$ cat src/rtl/nac_sram.sv
`default_nettype none
// ============================================================================
// Module   : nac_sram
// Purpose  : Static-model binary arithmetic encoder; cumulative frequencies
//            are fetched from an external synchronous SRAM.
// Revision : 1.0 - initial release
// ============================================================================
module nac_sram (
  input  logic        clk_i,
  input  logic        reset_n_i,
  input  logic [8:0]  raw_data_i,
  input  logic        raw_data_vld_i,
  input  logic [31:0] mem_rd_data_i,
  input  logic        mem_stall_i,
  input  logic        encode_start_i,
  input  logic        encode_end_i,
  output logic        mem_rd_en_o,
  output logic [7:0]  mem_addr_o,
  output logic [7:0]  comp_data_o,
  output logic        comp_data_vld_o,
  output logic        nac_ready_o
);

  localparam logic [16:0] c_IDLE        = 17'h00001;
  localparam logic [16:0] c_CAL_RANGE   = 17'h00002;
  localparam logic [16:0] c_RD_CHECK    = 17'h00004;
  localparam logic [16:0] c_RD_MEM_HL   = 17'h00008;
  localparam logic [16:0] c_RD_MEM_L    = 17'h00010;
  localparam logic [16:0] c_RD_MEM_H    = 17'h00020;
  localparam logic [16:0] c_CAL_MUL     = 17'h00040;
  localparam logic [16:0] c_MUL_DELAY   = 17'h00080;
  localparam logic [16:0] c_CAL_DIV     = 17'h00100;
  localparam logic [16:0] c_DIV_DELAY   = 17'h00200;
  localparam logic [16:0] c_CAL_HL      = 17'h00400;
  localparam logic [16:0] c_RESCALE     = 17'h00800;
  localparam logic [16:0] c_OUTPUT_1    = 17'h01000;
  localparam logic [16:0] c_OUTPUT_0    = 17'h02000;
  localparam logic [16:0] c_OUTPUT_HOLD = 17'h04000;
  localparam logic [16:0] c_EOF_CHECK   = 17'h08000;
  localparam logic [16:0] c_FINISH      = 17'h10000;
  localparam logic [8:0]  c_EOF_SYM     = 9'd256;

  logic [16:0] r_state, w_next;
  logic        r_active, r_t_req, r_t_wait, r_ready, r_flush, r_first, r_more, r_out_one;
  logic [8:0]  r_sym;
  logic [15:0] r_total, r_low, r_high, r_pending, r_low_cum, r_high_cum;
  logic [16:0] r_range, r_rem_l, r_rem_h;
  logic [32:0] r_prod_l, r_prod_h;
  logic [5:0]  r_div_cnt;
  logic [1:0]  r_step;
  logic [2:0]  r_bitcnt;
  logic [7:0]  r_shift;

  logic        w_accept, w_out0, w_out1, w_e3, w_bit, w_done, w_ge_l, w_ge_h, w_unused;
  logic [16:0] w_rsh_l, w_rsh_h;

  assign w_accept = r_ready & (raw_data_vld_i | encode_end_i);
  assign w_out0   = r_high < 16'h8000;
  assign w_out1   = r_low >= 16'h8000;
  assign w_e3     = (r_low >= 16'h4000) && (r_high < 16'hC000);
  // First bit of a run is b, the pending follow-on bits are ~b
  assign w_bit    = r_first ? r_out_one : ~r_out_one;
  assign w_done   = r_first ? (r_pending == 16'd0) : (r_pending == 16'd1);
  // Restoring divider step, one quotient bit per cycle for both bounds
  assign w_rsh_l  = {r_rem_l[15:0], r_prod_l[32]};
  assign w_rsh_h  = {r_rem_h[15:0], r_prod_h[32]};
  assign w_ge_l   = w_rsh_l >= {1'b0, r_total};
  assign w_ge_h   = w_rsh_h >= {1'b0, r_total};
  assign w_unused = ^{mem_rd_data_i[31:16], r_rem_l[16], r_rem_h[16]};

  always_ff @(posedge clk_i or posedge reset_n_i) begin
    if (reset_n_i)         r_state <= c_IDLE;
    else if (!mem_stall_i) r_state <= w_next;
  end

  always_comb begin
    w_next = r_state;
    case (r_state)
      c_IDLE:      if (w_accept) w_next = c_CAL_RANGE;
      c_CAL_RANGE: w_next = c_RD_CHECK;
      c_RD_CHECK: begin
        if (r_sym == 9'd0)           w_next = c_RD_MEM_H;
        else if (r_sym == 9'd255)    w_next = c_RD_MEM_L;
        else if (r_sym == c_EOF_SYM) w_next = c_CAL_MUL;
        else                         w_next = c_RD_MEM_HL;
      end
      c_RD_MEM_HL: if (r_step == 2'd3) w_next = c_CAL_MUL;
      c_RD_MEM_L,
      c_RD_MEM_H:  if (r_step == 2'd1) w_next = c_CAL_MUL;
      c_CAL_MUL:   w_next = c_MUL_DELAY;
      c_MUL_DELAY: w_next = c_CAL_DIV;
      c_CAL_DIV:   w_next = c_DIV_DELAY;
      c_DIV_DELAY: if (r_div_cnt == 6'd32) w_next = c_CAL_HL;
      c_CAL_HL:    w_next = c_RESCALE;
      c_RESCALE: begin
        if (w_out0)      w_next = c_OUTPUT_0;
        else if (w_out1) w_next = c_OUTPUT_1;
        else if (!w_e3)  w_next = c_EOF_CHECK;
      end
      c_OUTPUT_1,
      c_OUTPUT_0: begin
        if (r_bitcnt == 3'd7) w_next = c_OUTPUT_HOLD;
        else if (w_done)      w_next = r_flush ? c_EOF_CHECK : c_RESCALE;
      end
      c_OUTPUT_HOLD: begin
        if (r_more)       w_next = r_out_one ? c_OUTPUT_1 : c_OUTPUT_0;
        else if (r_flush) w_next = c_EOF_CHECK;
        else              w_next = c_RESCALE;
      end
      c_EOF_CHECK: begin
        if (!r_flush) begin
          if (r_sym != c_EOF_SYM)      w_next = c_IDLE;
          else if (r_low < 16'h4000)   w_next = c_OUTPUT_0;
          else                         w_next = c_OUTPUT_1;
        end else if (r_bitcnt == 3'd0) w_next = c_FINISH;
        else if (r_bitcnt == 3'd7)     w_next = c_OUTPUT_HOLD;
      end
      c_FINISH: w_next = c_IDLE;
      default:  w_next = c_IDLE;
    endcase
  end

  always_comb begin
    mem_rd_en_o     = 1'b0;
    mem_addr_o      = 8'd0;
    comp_data_o     = 8'd0;
    comp_data_vld_o = 1'b0;
    nac_ready_o     = 1'b0;
    case (r_state)
      c_IDLE: begin
        mem_rd_en_o = r_t_req;
        nac_ready_o = r_ready;
      end
      c_RD_MEM_HL: begin
        mem_rd_en_o = ~r_step[0];
        mem_addr_o  = r_step[1] ? (r_sym[7:0] + 8'd1) : r_sym[7:0];
      end
      c_RD_MEM_L: begin
        mem_rd_en_o = ~r_step[0];
        mem_addr_o  = 8'd255;
      end
      c_RD_MEM_H: begin
        mem_rd_en_o = ~r_step[0];
        mem_addr_o  = 8'd1;
      end
      c_OUTPUT_HOLD: begin
        comp_data_o     = r_shift;
        comp_data_vld_o = 1'b1;
      end
      default: ;
    endcase
  end

  always_ff @(posedge clk_i or posedge reset_n_i) begin
    if (reset_n_i) begin
      r_active <= 1'b0;  r_t_req <= 1'b0;  r_t_wait <= 1'b0;  r_ready <= 1'b0;
      r_flush  <= 1'b0;  r_first <= 1'b0;  r_more   <= 1'b0;  r_out_one <= 1'b0;
      r_sym    <= 9'd0;  r_total <= 16'd0; r_low    <= 16'd0; r_high <= 16'hFFFF;
      r_pending <= 16'd0; r_low_cum <= 16'd0; r_high_cum <= 16'd0;
      r_range  <= 17'd0; r_rem_l <= 17'd0; r_rem_h  <= 17'd0;
      r_prod_l <= 33'd0; r_prod_h <= 33'd0; r_div_cnt <= 6'd0;
      r_step   <= 2'd0;  r_bitcnt <= 3'd0; r_shift  <= 8'd0;
    end else if (!mem_stall_i) begin
      case (r_state)
        c_IDLE: begin
          if (!r_active && encode_start_i) begin
            r_active  <= 1'b1;
            r_t_req   <= 1'b1;
            r_flush   <= 1'b0;
            r_low     <= 16'd0;
            r_high    <= 16'hFFFF;
            r_pending <= 16'd0;
            r_bitcnt  <= 3'd0;
          end
          if (r_t_req) begin
            r_t_req  <= 1'b0;
            r_t_wait <= 1'b1;
          end
          if (r_t_wait) begin
            r_total  <= mem_rd_data_i[15:0];
            r_t_wait <= 1'b0;
            r_ready  <= 1'b1;
          end
          if (w_accept) begin
            r_ready <= 1'b0;
            r_sym   <= encode_end_i ? c_EOF_SYM : raw_data_i;
          end
        end
        c_CAL_RANGE: r_range <= {1'b0, r_high} - {1'b0, r_low} + 17'd1;
        c_RD_CHECK: begin
          r_step <= 2'd0;
          if (r_sym == 9'd0)    r_low_cum  <= 16'd0;
          if (r_sym == 9'd255)  r_high_cum <= r_total - 16'd1;
          if (r_sym == c_EOF_SYM) begin
            r_low_cum  <= r_total - 16'd1;
            r_high_cum <= r_total;
          end
        end
        c_RD_MEM_HL: begin
          r_step <= r_step + 2'd1;
          if (r_step == 2'd1) r_low_cum  <= mem_rd_data_i[15:0];
          if (r_step == 2'd3) r_high_cum <= mem_rd_data_i[15:0];
        end
        c_RD_MEM_L: begin
          r_step <= r_step + 2'd1;
          if (r_step == 2'd1) r_low_cum <= mem_rd_data_i[15:0];
        end
        c_RD_MEM_H: begin
          r_step <= r_step + 2'd1;
          if (r_step == 2'd1) r_high_cum <= mem_rd_data_i[15:0];
        end
        c_CAL_MUL: begin
          r_prod_h <= {16'd0, r_range} * {17'd0, r_high_cum};
          r_prod_l <= {16'd0, r_range} * {17'd0, r_low_cum};
        end
        c_CAL_DIV: begin
          r_rem_l   <= 17'd0;
          r_rem_h   <= 17'd0;
          r_div_cnt <= 6'd0;
        end
        c_DIV_DELAY: begin
          r_rem_l   <= w_ge_l ? (w_rsh_l - {1'b0, r_total}) : w_rsh_l;
          r_rem_h   <= w_ge_h ? (w_rsh_h - {1'b0, r_total}) : w_rsh_h;
          r_prod_l  <= {r_prod_l[31:0], w_ge_l};
          r_prod_h  <= {r_prod_h[31:0], w_ge_h};
          r_div_cnt <= r_div_cnt + 6'd1;
        end
        c_CAL_HL: begin
          r_high <= r_low + r_prod_h[15:0] - 16'd1;
          r_low  <= r_low + r_prod_l[15:0];
        end
        c_RESCALE: begin
          if (w_out0 || w_out1) begin
            // Subtracting 0x8000 before the shift is lost off the top anyway
            r_out_one <= ~w_out0;
            r_first   <= 1'b1;
            r_low     <= {r_low[14:0], 1'b0};
            r_high    <= {r_high[14:0], 1'b1};
          end else if (w_e3) begin
            r_pending <= r_pending + 16'd1;
            r_low     <= {1'b0, r_low[13:0], 1'b0};
            r_high    <= {1'b1, r_high[13:0], 1'b1};
          end
        end
        c_OUTPUT_1,
        c_OUTPUT_0: begin
          r_shift  <= {r_shift[6:0], w_bit};
          r_bitcnt <= r_bitcnt + 3'd1;
          r_more   <= ~w_done;
          if (r_first) r_first   <= 1'b0;
          else         r_pending <= r_pending - 16'd1;
        end
        c_EOF_CHECK: begin
          if (!r_flush) begin
            if (r_sym == c_EOF_SYM) begin
              r_flush   <= 1'b1;
              r_pending <= r_pending + 16'd1;
              r_out_one <= (r_low >= 16'h4000);
              r_first   <= 1'b1;
            end else begin
              r_ready <= 1'b1;
            end
          end else if (r_bitcnt != 3'd0) begin
            r_shift  <= {r_shift[6:0], 1'b0};
            r_bitcnt <= r_bitcnt + 3'd1;
            r_more   <= 1'b0;
          end
        end
        c_FINISH: begin
          r_ready  <= 1'b0;
          r_active <= 1'b0;
          r_flush  <= 1'b0;
        end
        default: ;
      endcase
    end
  end

endmodule
`default_nettype wire

$ cat config.mk
export PLATFORM = sky130hd
export DESIGN_NAME = nac_sram
export DESIGN_NICKNAME = d
export VERILOG_FILES = /design/src/rtl/nac_sram.sv
export SDC_FILE = /design/constraint.sdc
export NUM_CORES = 2
export LEC_CHECK = 0
export CAP_MARGIN = 30
export CORE_MARGIN = 5
export CORE_UTILIZATION = 30
export DETAILED_ROUTE_END_ITERATION = 12
export PLACE_DENSITY = 0.42
export SYNTH_ARGS = -nofsm -noshare
export SYNTH_HDL_FRONTEND = slang
export SYNTH_SLANG_ARGS = --single-unit
export TNS_END_PERCENT = 20
$ cat constraint.sdc
create_clock -name clk_i -period 13 [get_ports clk_i]
set_input_delay 3.25 -clock clk_i [delete_from_list [all_inputs] [get_ports clk_i]]
set_output_delay 3.25 -clock clk_i [all_outputs]
set_load 0.01 [all_outputs]
* After elaboration in Yosys (flattened, before gate mapping)
Cells that the tools add are included. Widths: inputs -> output; s select.
Word-level totals: bits in registers 264, input port bits 47, output and inout port bits 19, word-level logic and storage cells 240
Cells by class: add/sub/neg operators 14, multiply operators 2, magnitude comparators 7, eq/ne operators 48, muxes and demuxes 93, bitwise logic cells 7, reduce and logical (&&, ||, !) cells 44
Operators by type and width (count):
- $mux 16 | 21
- $pmux 17 s14 | 1
- $mux 17 | 12
- $pmux 16 s3 | 3
- $pmux 33 s2 | 2
- $pmux 16 s2 | 3
- $mul 17x16->33 | 2
- $pmux 16 s4 | 1
- $sub 16x1->16 const B | 3
- $mux 14 | 3
- $ge 17x16->1 | 2
- $add 16x16->16 | 2
- $lt 16x16->1 const B | 2
- $mux 8 | 4
- $sub 16x16->16 | 2
- $ne 2x2->1 const B | 15
- $reduce_and 5->1 | 5
- $mux 1 | 24
- $pmux 8 s3 | 1
- $mux 7 | 3
- $reduce_bool 3->1 | 6
- $add 17x1->17 const B | 1
- $eq 17x1->1 const B | 1
- $eq 17x10->1 const B | 1
- other kinds (60) | 95

* Logic depth before layout (Yosys ltp)
depth in word-level cells 6, mapped depth 25, depth with buffers taken out 24

* Least setup slack after synthesis
Ideal clock, no wire load.
kind register to register, from register r_high_cum[1], to register r_prod_h[31], library setup time 0.126 ns, data arrival time 6.208 ns, setup slack 6.666 ns, cell stages (with the launch flop) 23, cells stage by stage dfrtp_1 clkbuf_1 nand2_1 fa_1 fa_1 fa_1 inv_1 ha_1 fa_1 inv_1 fa_1 inv_1 ha_1 a2111oi_4 o21ai_2 a221oi_2 nor3_1 o31ai_2 o21ai_1 a221o_1 a21oi_1 xor2_1 o21ai_1
On the way: cells in the longest elaborated chain, start to end 2
Ends and longest elaborated chain:
- start: declaration | line 46 | logic [15:0] r_total, r_low, r_high, r_pending, r_low_cum, r_high_cum;
- start signal: assignment | line 193 | if (r_sym == 9'd255) r_high_cum <= r_total - 16'd1;
- start signal: assignment | line 196 | r_high_cum <= r_total;
- start signal: assignment | line 202 | if (r_step == 2'd3) r_high_cum <= mem_rd_data_i[15:0];
- $mul 17x16->33 | line 213 | r_prod_h <= {16'd0, r_range} * {17'd0, r_high_cum};
- $pmux 33 s2 | line 164 | case (r_state)
- end signal: assignment | line 213
- end signal: assignment | line 225 | r_prod_h <= {r_prod_h[31:0], w_ge_h};
- end: declaration | line 48 | logic [32:0] r_prod_l, r_prod_h;
Every way passes these cells. A chain may end at the register's enable or synchronous reset.

* Worst setup path after layout
from register r_range[5], to register r_prod_h[31]
On the way: cells in the longest elaborated chain, start to end 2
Ends and longest elaborated chain:
- start: declaration | line 47 | logic [16:0] r_range, r_rem_l, r_rem_h;
- start signal: assignment | line 189 | c_CAL_RANGE: r_range <= {1'b0, r_high} - {1'b0, r_low} + 17'd1;
- $mul 17x16->33 | line 213
- $pmux 33 s2 | line 164
Every way passes these cells.

==> summary.txt <==
Run status
  • Outcome: complete, no violations

Timing
  • Setup TNS: 0 ps
  • Tmin final: 7774 ps
  • Final setup viols: 0
  • Final hold viol count: 0
  • RSZ-0062 raised after global routing: no
  • Final period util: 59.80%
  • Max Slew Vio Count: 0
  • Worst-Margin Slew: 1002 ps
  • Slew margin rel.: 32.51%
  • Min setup slack post-route: 5226 ps
  • Max frequency: 128.6 MHz
  • Skew final: 30.08 ps

Critical path
  • Max Fanout on Critical Path: 18
  • Startpoint Class: flop
  • Crit end category: flop
  • Kind of critical path: flop to flop
  • Crit path DAT: 8210 ps
  • CP Data Required Time: 13440 ps
  • R2R depth: 23

Run
  • Maximum capacitance violations: 0

Finish
  • Final Net Count: 4813
  • Syn-to-layout area delta: 9.527%
  • Final Non-Filler Cells: 5561
  • Layout cell share with drive strength beyond 1: 4.955%

Place
  • Placed cells: 5498
  • Final HPWL DP: 75190 microns
  • GP Congestion: 0.7861
  • Pre-CTS setup slack: 5098 ps
  • PortBufs: 49

Floorplanning
  • # IOs: 66
  • Die ar.: 123100 sq um
  • Die width: 350.9 microns
  • Die H: 350.9 microns
  • Initial Utilization: 30.12%
  • Core ar.: 115700 sq um
  • Row cnt: 125

Route
  • Vias per inst: 4.796
  • Number of DRC markers in iteration 0: 1158
  • Final antenna-violating net count: 0
  • WL/cell: 17.72 microns
  • Via count: 26670
  • Drt first pass iters: 5
  • Drt drc: 0
  • Final wirelength: 98530 microns

Global route
  • Initial antenna violation count: 6
  • Grt met2 use: 27.71%
  • Grt total ovfl: 0
  • Gr usage total: 16.32%
  • Largest net degree at the start of global routing: 110
  • GR Layer Usage met3: 1.850%
  • Most used routing layer in global routing: met2
  • GR Util met1: 22.78%
  • First-pass GRT wire length: 160100 microns
  • Vias in the first global route: 27970

Worst hold path
  • Min-Delay Path Class: flop to flop
  • Worst hold path depth: 2

CTS
  • Post-CTS Setup Inserts: 0
  • Root buf cell: clkbuf_16
  • CTS tree: yes
  • Num CTS Buffers: 35
  • Hold buffers post-CTS: 0
  • H-tree levels: 2
  • CTS max path bufs: 3
  • Worst skew pair latency: 590 ps
  • Clock sinks: 264
  • Worst-path clk slew: 60 ps
  • Post-cts resize count: 0

Synthesis
  • Yosys top cell area share: 24.18%
  • Post-synth top cells: 596 x inv_1, 567 x nand2_1, 421 x fa_1
  • Syn nets: 4858
  • Yosys cell types: 84
  • Largest cells by area after synthesis: fa_1 24%, dfrtp_1 18%, ha_1 12%
  • Cell Area, Synth: 34860 sq um
  • Post-synthesis sequential area ratio: 19.01%
  • Area leader, netlist: fa_1
  • Ys async rst share: 100.0%
  • #FFs+latches synth: 264
  • Syn Inst Count: 4058
  • Syn_area_per_cell: 8.589 sq um
  • Top_reg_cell synth: dfrtp_1
  • Warnings from Yosys: 0
  • Most numerous cell in the Yosys netlist: inv_1
  • Post-synth EDFFs: 0
[layout make-up]
| class | count | area, sq um |
|---|---|---|
| antenna | 1 | 2.502 |
| clock buffer | 42 | 922.1 |
| clock inverter | 18 | 205.2 |
| fill | 12350 | 77560 |
| inverter | 596 | 2245 |
| multi-input combinational | 3010 | 25290 |
| sequential | 264 | 6629 |
| tap | 1524 | 1907 |
| timing repair buffer | 106 | 973.4 |
[layout by cell type (no fill, tap or decap), drive strengths merged, types with 13 or more instances in the layout]
| master | Yosys | final |
|---|---|---|
| nor2b | 19 | 19 |
| nand3 | 38 | 38 |
| o22ai | 13 | 13 |
| inv | 596 | 597 |
| mux2 | 26 | 26 |
| clkbuf | 166 | 42 |
| and2 | 265 | 265 |
| nand2 | 567 | 567 |
| fa | 421 | 421 |
| or3 | 28 | 28 |
| nor2 | 205 | 205 |
| a21o | 48 | 48 |
| xor2 | 60 | 60 |
| o21bai | 19 | 19 |
| and3 | 25 | 25 |
| a21oi | 235 | 235 |
| a31oi | 27 | 27 |
| xnor2 | 100 | 100 |
| nand2b | 24 | 24 |
| nor3 | 64 | 64 |
| dfrtp | 247 | 247 |
| dfstp | 17 | 17 |
| ha | 332 | 332 |
| a22oi | 14 | 14 |
| clkdlybuf4s50 | 0 | 49 |
| mux2i | 32 | 32 |
| o21ai | 261 | 261 |
| a211oi | 19 | 19 |
| nand4 | 18 | 18 |
| buf | 22 | 57 |
[metal layers]
layer  wire length [microns]  vias up
met4                    1386        2
met5                      13        -
met1                   47270    13260
li1                        -    13010
met3                    3129       77
met2                   46740      325
[final timing paths]
path | to | slack, ps | start
max | r_prod_h[31] | 5230 | r_range[5]
min | r_range[1] | 470 | r_range[1]
max reg2reg | r_prod_h[31] | 5230 | r_range[5]
min reg2reg | r_range[1] | 470 | r_range[1]
max in group asynchronous | r_high_cum[11] | 7910 | reset_n_i
min in group asynchronous | r_pending[10] | 3210 | reset_n_i
[logic make-up (layout without fill, tap and decap cells)]
kind of cell / Yosys count / after routing / synth area share (%)
xor gates and xnor gates: 160 / 160 / 4.020
buffers and inverters: 784 / 762 / 8.522
AOI/OAI and AO/OA: 740 / 740 / 12.78
adders and majority gates: 753 / 753 / 36.10
muxes: 58 / 58 / 1.759
DFF: 264 / 264 / 19.01
and+or+nand+nor: 1299 / 1299 / 17.80
other: 0 / 1 / 0
[sequential cells by signal (all words and copies together), names as in the netlist, 2 cells and up]
register	cells
r_rem_h	16
r_shift	8
r_prod_h	33
r_rem_l	16
r_step	2
r_prod_l	33
r_low_cum	16
r_total	16
r_low	16
r_range	17
r_sym	9
r_high	16
r_state	17
r_div_cnt	6
r_pending	16
r_bitcnt	3
r_high_cum	16
[per-stage QoR]
step	hold WS (ps)	cell area [sq um]	utilization [%]
final	473.6	38180	32.99
after global routing	490.8	38170	32.98
after CTS	476.0	38130	32.95
after detailed placement	460.9	37000	31.97
after global placement	451.1	36950	31.92
after floorplan	444.7	34860	-
[critical path, stage by stage (launching register included)]
cell,delay (ps)
dfrtp_1,820
buf_4,390
and2_1,200
fa_1,420
inv_1,80
fa_1,430
fa_1,520
inv_1,50
ha_1,300
fa_1,540
inv_1,60
fa_1,550
inv_1,50
ha_1,370
a2111oi_4,440
o21ai_2,150
a221oi_2,430
nor3_1,180
o31ai_2,400
o21ai_1,190
a221o_1,380
a21oi_1,170
xor2_1,370
o21ai_1,100
Power is not shown: default switching activity piles up to over one toggle a cycle in this logic, so the estimate is an artifact.
